File: src/rtl/scan_pkg.sv
// rtl/scan_pkg.sv - shared state encoding and default geometry for the LED scan controller
package scan_pkg;

  typedef enum logic [1:0] {
    S_RRST  = 2'd0,
    S_SHIFT = 2'd1,
    S_LATCH = 2'd2
  } scan_state_e;

  localparam int COLS         = 64;
  localparam int ROW_BITS     = 4;
  localparam int PWM_STEPS    = 31;
  localparam int BLANK_CYCLES = 4;

endpackage

File: src/rtl/led_scan_ctrl.sv
// rtl/led_scan_ctrl.sv - HUB75 panel scan and AL422 read sequencing behind the RGB555 receiver
module led_scan_ctrl #(
  parameter int COLS         = scan_pkg::COLS,
  parameter int ROW_BITS     = scan_pkg::ROW_BITS,
  parameter int PWM_STEPS    = scan_pkg::PWM_STEPS,
  parameter int BLANK_CYCLES = scan_pkg::BLANK_CYCLES
) (
  input  logic                in_clk,
  input  logic                in_nrst,
  input  logic                led_clk,
  input  logic                pwm_cntr_strobe,
  input  logic                alrst_strobe,
  input  logic [2:0]          rgb1_in,
  input  logic [2:0]          rgb2_in,
  output logic [7:0]          pwm_value,
  output logic                panel_clk,
  output logic [2:0]          panel_rgb1,
  output logic [2:0]          panel_rgb2,
  output logic                panel_lat,
  output logic                panel_oe_n,
  output logic [ROW_BITS-1:0] panel_row,
  output logic                al_re_n,
  output logic                al_rrst_n
);

  localparam int COL_W = (COLS > 1) ? $clog2(COLS) : 1;
  localparam int PWM_W = (PWM_STEPS > 1) ? $clog2(PWM_STEPS) : 1;
  localparam int BLK_W = $clog2(BLANK_CYCLES);

  localparam logic [COL_W-1:0] COL_LAST = COL_W'(COLS - 1);
  localparam logic [PWM_W-1:0] PWM_LAST = PWM_W'(PWM_STEPS - 1);
  localparam logic [BLK_W-1:0] BLK_LAST = BLK_W'(BLANK_CYCLES - 1);

  typedef scan_pkg::scan_state_e state_e;

  state_e              state_q, state_d;
  logic [COL_W-1:0]    col_q, col_d;
  logic [BLK_W-1:0]    blank_q, blank_d;
  logic [ROW_BITS-1:0] row_q, row_d;
  logic [PWM_W-1:0]    pwm_q, pwm_d;
  logic [1:0]          rrst_cnt_q, rrst_cnt_d;
  logic                clk_q, clk_d;
  logic                lat_q, lat_d;
  logic                oe_n_q, oe_n_d;
  logic                re_n_q, re_n_d;
  logic                rrst_n_q, rrst_n_d;
  logic [2:0]          rgb1_q, rgb1_d;
  logic [2:0]          rgb2_q, rgb2_d;

  always_ff @(posedge in_clk) begin
    if (!in_nrst) begin
      state_q    <= scan_pkg::S_RRST;
      col_q      <= '0;
      blank_q    <= '0;
      row_q      <= '0;
      pwm_q      <= '0;
      rrst_cnt_q <= '0;
      clk_q      <= 1'b0;
      lat_q      <= 1'b0;
      oe_n_q     <= 1'b1;
      re_n_q     <= 1'b1;
      rrst_n_q   <= 1'b1;
      rgb1_q     <= '0;
      rgb2_q     <= '0;
    end else begin
      state_q    <= state_d;
      col_q      <= col_d;
      blank_q    <= blank_d;
      row_q      <= row_d;
      pwm_q      <= pwm_d;
      rrst_cnt_q <= rrst_cnt_d;
      clk_q      <= clk_d;
      lat_q      <= lat_d;
      oe_n_q     <= oe_n_d;
      re_n_q     <= re_n_d;
      rrst_n_q   <= rrst_n_d;
      rgb1_q     <= rgb1_d;
      rgb2_q     <= rgb2_d;
    end
  end

  always_comb begin
    state_d    = state_q;
    col_d      = col_q;
    blank_d    = blank_q;
    row_d      = row_q;
    pwm_d      = pwm_q;
    rrst_cnt_d = rrst_cnt_q;
    clk_d      = 1'b0;
    lat_d      = 1'b0;
    oe_n_d     = oe_n_q;
    re_n_d     = re_n_q;
    rrst_n_d   = rrst_n_q;
    rgb1_d     = rgb1_q;
    rgb2_d     = rgb2_q;

    unique case (state_q)
      scan_pkg::S_RRST: begin
        oe_n_d = 1'b1;
        re_n_d = 1'b1;
        // Read-reset pulse is two cycles wide, then one idle cycle before reads resume.
        case (rrst_cnt_q)
          2'd0: begin
            if (alrst_strobe) begin
              rrst_n_d   = 1'b0;
              rrst_cnt_d = 2'd1;
            end
          end
          2'd1: rrst_cnt_d = 2'd2;
          2'd2: begin
            rrst_n_d   = 1'b1;
            rrst_cnt_d = 2'd3;
          end
          default: begin
            re_n_d     = 1'b0;
            col_d      = '0;
            rrst_cnt_d = 2'd0;
            state_d    = scan_pkg::S_SHIFT;
          end
        endcase
      end

      scan_pkg::S_SHIFT: begin
        clk_d  = led_clk;
        oe_n_d = 1'b0;
        if (led_clk) begin
          rgb1_d = rgb1_in;
          rgb2_d = rgb2_in;
        end
        if (pwm_cntr_strobe) begin
          if (col_q == COL_LAST) begin
            // Blank together with the read stop so the latch window is fully dark.
            col_d   = '0;
            re_n_d  = 1'b1;
            oe_n_d  = 1'b1;
            blank_d = '0;
            state_d = scan_pkg::S_LATCH;
          end else begin
            col_d = col_q + COL_W'(1);
          end
        end
      end

      scan_pkg::S_LATCH: begin
        oe_n_d = 1'b1;
        lat_d  = (blank_q == BLK_W'(0));
        if (blank_q == BLK_W'(1)) begin
          row_d = row_q + ROW_BITS'(1);
        end
        if (blank_q == BLK_LAST) begin
          blank_d = '0;
          if (row_q == '0) begin
            pwm_d   = (pwm_q == PWM_LAST) ? '0 : pwm_q + PWM_W'(1);
            state_d = scan_pkg::S_RRST;
          end else begin
            re_n_d  = 1'b0;
            state_d = scan_pkg::S_SHIFT;
          end
        end else begin
          blank_d = blank_q + BLK_W'(1);
        end
      end

      default: state_d = scan_pkg::S_RRST;
    endcase
  end

  assign pwm_value  = 8'(pwm_q);
  assign panel_clk  = clk_q;
  assign panel_rgb1 = rgb1_q;
  assign panel_rgb2 = rgb2_q;
  assign panel_lat  = lat_q;
  assign panel_oe_n = oe_n_q;
  assign panel_row  = row_q;
  assign al_re_n    = re_n_q;
  assign al_rrst_n  = rrst_n_q;

endmodule

File: config.mk
export PLATFORM = sky130hd
export DESIGN_NAME = led_scan_ctrl
export DESIGN_NICKNAME = d
export VERILOG_FILES = /design/src/rtl/scan_pkg.sv /design/src/rtl/led_scan_ctrl.sv
export SDC_FILE = /design/constraint.sdc
export NUM_CORES = 1
export LEC_CHECK = 0
export CORE_UTILIZATION = 56
export CTS_BUF_LIST = sky130_fd_sc_hd__clkbuf_16
export DETAILED_ROUTE_END_ITERATION = 16
export GPL_TIMING_DRIVEN = 0
export PLACE_DENSITY_LB_ADDON = 0.3
export SYNTH_ARGS = -nofsm -noshare
export SYNTH_HDL_FRONTEND = slang
export SYNTH_SLANG_ARGS = --single-unit
File: constraint.sdc
create_clock -name in_clk -period 3.3 [get_ports in_clk]
set_input_delay 0.33 -clock in_clk [delete_from_list [all_inputs] [get_ports in_clk]]
set_output_delay 0.33 -clock in_clk [all_outputs]
set_load 0.02 [all_outputs]
==> flow_metrics.tcl <==
set metrics [dict create \
    required_ns 3.47 \
    crit_chain "inv_1 > ha_1 > nor2b_4 > or3_4 > buf_6 > and3_4 > a31o_1" \
    n_antenna_cell 0 \
    vias 1598 \
    syn_area_mm2 0.00183 \
    yosysTopAreaCell "dfxtp_1" \
    die_h_um 59.1 \
    cp_data_arrival_time_ns 2.11 \
    rsz0062_at_grt "no" \
    setup_tns_ns 0 \
    avgRoutedWirePerCell_um 13.1 \
    r2r_slack_ns 1.36 \
    remaining_drc_errors 0 \
    power.density_mw_per_mm2 613 \
    fin_crit_ns 1.94 \
    drtIter0Drc 63 \
    numCtsBuffers 5 \
    layout_commonest_cell "dfxtp_1" \
    netlist_instances 212 \
    finalCritPeriodShare_pct 58.7 \
    cts_buffer_depth 2 \
    start_util_pct 59.4 \
    dpl_cell_area_mm2 0.00218 \
    gp_congestion 0.799 \
    ir_worst_vdd_v 0.000360 \
    r2r_start "state_q[0]$_SDFFE_PN0P_" \
    routed_wl_um 3860 \
    die_w_um 59.1 \
    drtAntennaViolNets 0 \
    io_buffers 29 \
    status "finished, final reports clean" \
    synthFlopType "dfxtp_1" \
    grt_max_degree 11 \
    p_leak_nw 0.913 \
    finalHoldWorstSlack_ns 0.458 \
    synth_top_area_share_pct 35.0 \
    crit_type "reg -> reg" \
    crit_slowest_cell "or3_4" \
    end_kind "flip-flop" \
    io_pins 34 \
    cts_resized 0 \
    antenna_found_initial 0 \
    areaGrowthSynthToFinish_pct 28.3 \
    synth_area_leaders "dfxtp_1 35%, ha_1 10%, a21boi_0 5.7%, nand3_1 5.2%, nand2_1 4.3%" \
    cts_setup_buffers 0 \
    synth-seq-cells 32 \
    yosysSeqAreaShare_pct 35.0 \
    avgSynthCellArea_um2 8.62 \
    cts_sinks 32 \
    final-setup-viol-count 0 \
    vias_per_cell 5.42 \
    fillers 239 \
    layout_common_cells "32 x dfxtp_1, 29 x clkdlybuf4s50_1, 21 x nand2_1" \
    relSlewSlack_pct 62.8 \
    nNetsFinal 276 \
    clk_pin_slew_ns 0.05 \
    min-delay-path-class "in -> reg" \
    cts_tree "done" \
    crit_end "col_q[2]$_SDFFE_PN0P_" \
    cap_viol_max_count 0 \
    final_cells 295 \
    r2r-end "col_q[2]$_SDFFE_PN0P_" \
    dp_cells 287 \
    grt_pass1_vias 1457 \
    num_rows 20 \
    ctsHtreeMaxLevel 2 \
    grtUsageTotal_pct 24.6 \
    ys_types 45 \
    firstDrtPassIters 4 \
    crit_path_start_kind "flip-flop" \
    drv_slew 0 \
    max_freq_ghz 0.516 \
    hold_viol 0 \
    yosys_warnings 0 \
    max_stage_delay_ns 0.38 \
    grt_pass1_wl_um 6330 \
    hold_buffers 0 \
    crit_start "state_q[0]$_SDFFE_PN0P_" \
    final_area_mm2 0.00234 \
    r2r_cells 7 \
    grt_remaining_overflow 0 \
    dp.final_hpwl_um 2740 \
    worst_pin_slew_ns 0.553 \
    drive_gt1_share_pct 8.37 \
    critPathMaxFanout 8 \
    synth-edff-count 0 \
    async_flop_share_pct 0 \
    root_buffer "clkbuf_16" \
    coreArea_mm2 0.00308 \
    skew_ns 0.00241 \
    die_area_mm2 0.00350 \
    insertion_delay_ns 0.28 \
]
==> worst max-delay path: cells and delay by family (launching register included) <==
kind            cells  cell delay, ns
buf+inv             2            0.23
flops               1            0.36
compound gates      1            0.18
simple gates        3            0.73
fa+ha+maj           1            0.31
==> cell usage after synthesis (2+ instances only) <==
cell type and count:
nor4_1 4, o211ai_1 3, buf_4 3, o21ai_0 10, or3_1 3, nor2b_1 7, o21a_1 3, mux2i_1 6
and2_1 3, inv_1 12, nand2b_1 5, xnor2_1 2, and4_1 2, a21oi_1 5, and3_1 8, buf_2 2
mux2_2 2, dfxtp_1 32, nand3b_1 2, nand3_1 19, a21boi_0 14, nor2_1 5, ha_1 15, clkbuf_1 4
nand2_1 21
==> registers in the layout, indices dropped and copies added, names as in the netlist, 2 cells and up <==
name	flops
rrst_cnt_q	2
blank_q	2
state_q	2
col_q	6
panel_rgb2	3
panel_rgb1	3
pwm_q	5
panel_row	4
==> per-stage QoR <==
step | setup slack, ns | total power, mW | utilization (%)
finish | 1.36 | 1.44 | 76.2
detailed placement | 1.20 | 0.923 | 70.9
global placement | 1.19 | 0.917 | 70.9
floorplan | 1.54 | 0.794 | -
global route | 1.31 | 1.52 | 76.2
CTS | 1.37 | 1.44 | 76.2
==> cells by family after synthesis <==
family	Yosys count	synth area share [%]
buf+inv	24	6.16
xor+xnor	2	0.958
fa+ha+maj	15	10.3
flops	32	35.0
mux	8	4.52
simple gates	86	26.4
other cells	1	0.205
compound gates	44	16.5
==> worst min path at each step <==
| stage | startpoint | end | slack (ns) | depth (start not counted) |
|---|---|---|---|---|
| 6_report | led_clk | panel_rgb1[2]$_SDFFE_PN0P_ | 0.46 | 3 |
| 5_1_grt | led_clk | panel_rgb2[2]$_SDFFE_PN0P_ | 0.47 | 3 |
| 4_1_cts | led_clk | panel_rgb1[2]$_SDFFE_PN0P_ | 0.45 | 3 |
| 3_5_place_dp | panel_rgb1[2]$_SDFFE_PN0P_ | panel_rgb1[2]$_SDFFE_PN0P_ | 0.46 | 2 |
| 3_3_place_gp | panel_rgb2[2]$_SDFFE_PN0P_ | panel_rgb2[2]$_SDFFE_PN0P_ | 0.45 | 2 |
| 2_1_floorplan | col_q[0]$_SDFFE_PN0P_ | col_q[0]$_SDFFE_PN0P_ | 0.47 | 2 |
==> final cells by class <==
class	count	area, um2	share of cell area, %
Tap cell	44	55.1	2.35
Buffer	12	67.6	2.88
Timing Repair Buffer	29	290	12.4
Clock buffer	5	125	5.34
Sequential cell	32	641	27.3
Clock inverter	3	38.8	1.65
Multi-Input combinational cell	158	1080	46.2
Inverter	12	45.0	1.92
==> where the power goes <==
group          switching [mW]  internal, mW  total, mW
combinational           0.257         0.208      0.464
clock                   0.163         0.351      0.515
sequential             0.0290         0.428      0.457
total                   0.449         0.987       1.44
==> layer usage <==
metal / global-route usage [%] / vias up / wire length, um
met5: 0 / - / 0
met4: 10.2 / 0 / 76
met3: 6.77 / 7 / 139
met2: 42.9 / 35 / 1830
met1: 28.1 / 742 / 1810
li1: - / 814 / -
Power figures use the tool's default switching activity.
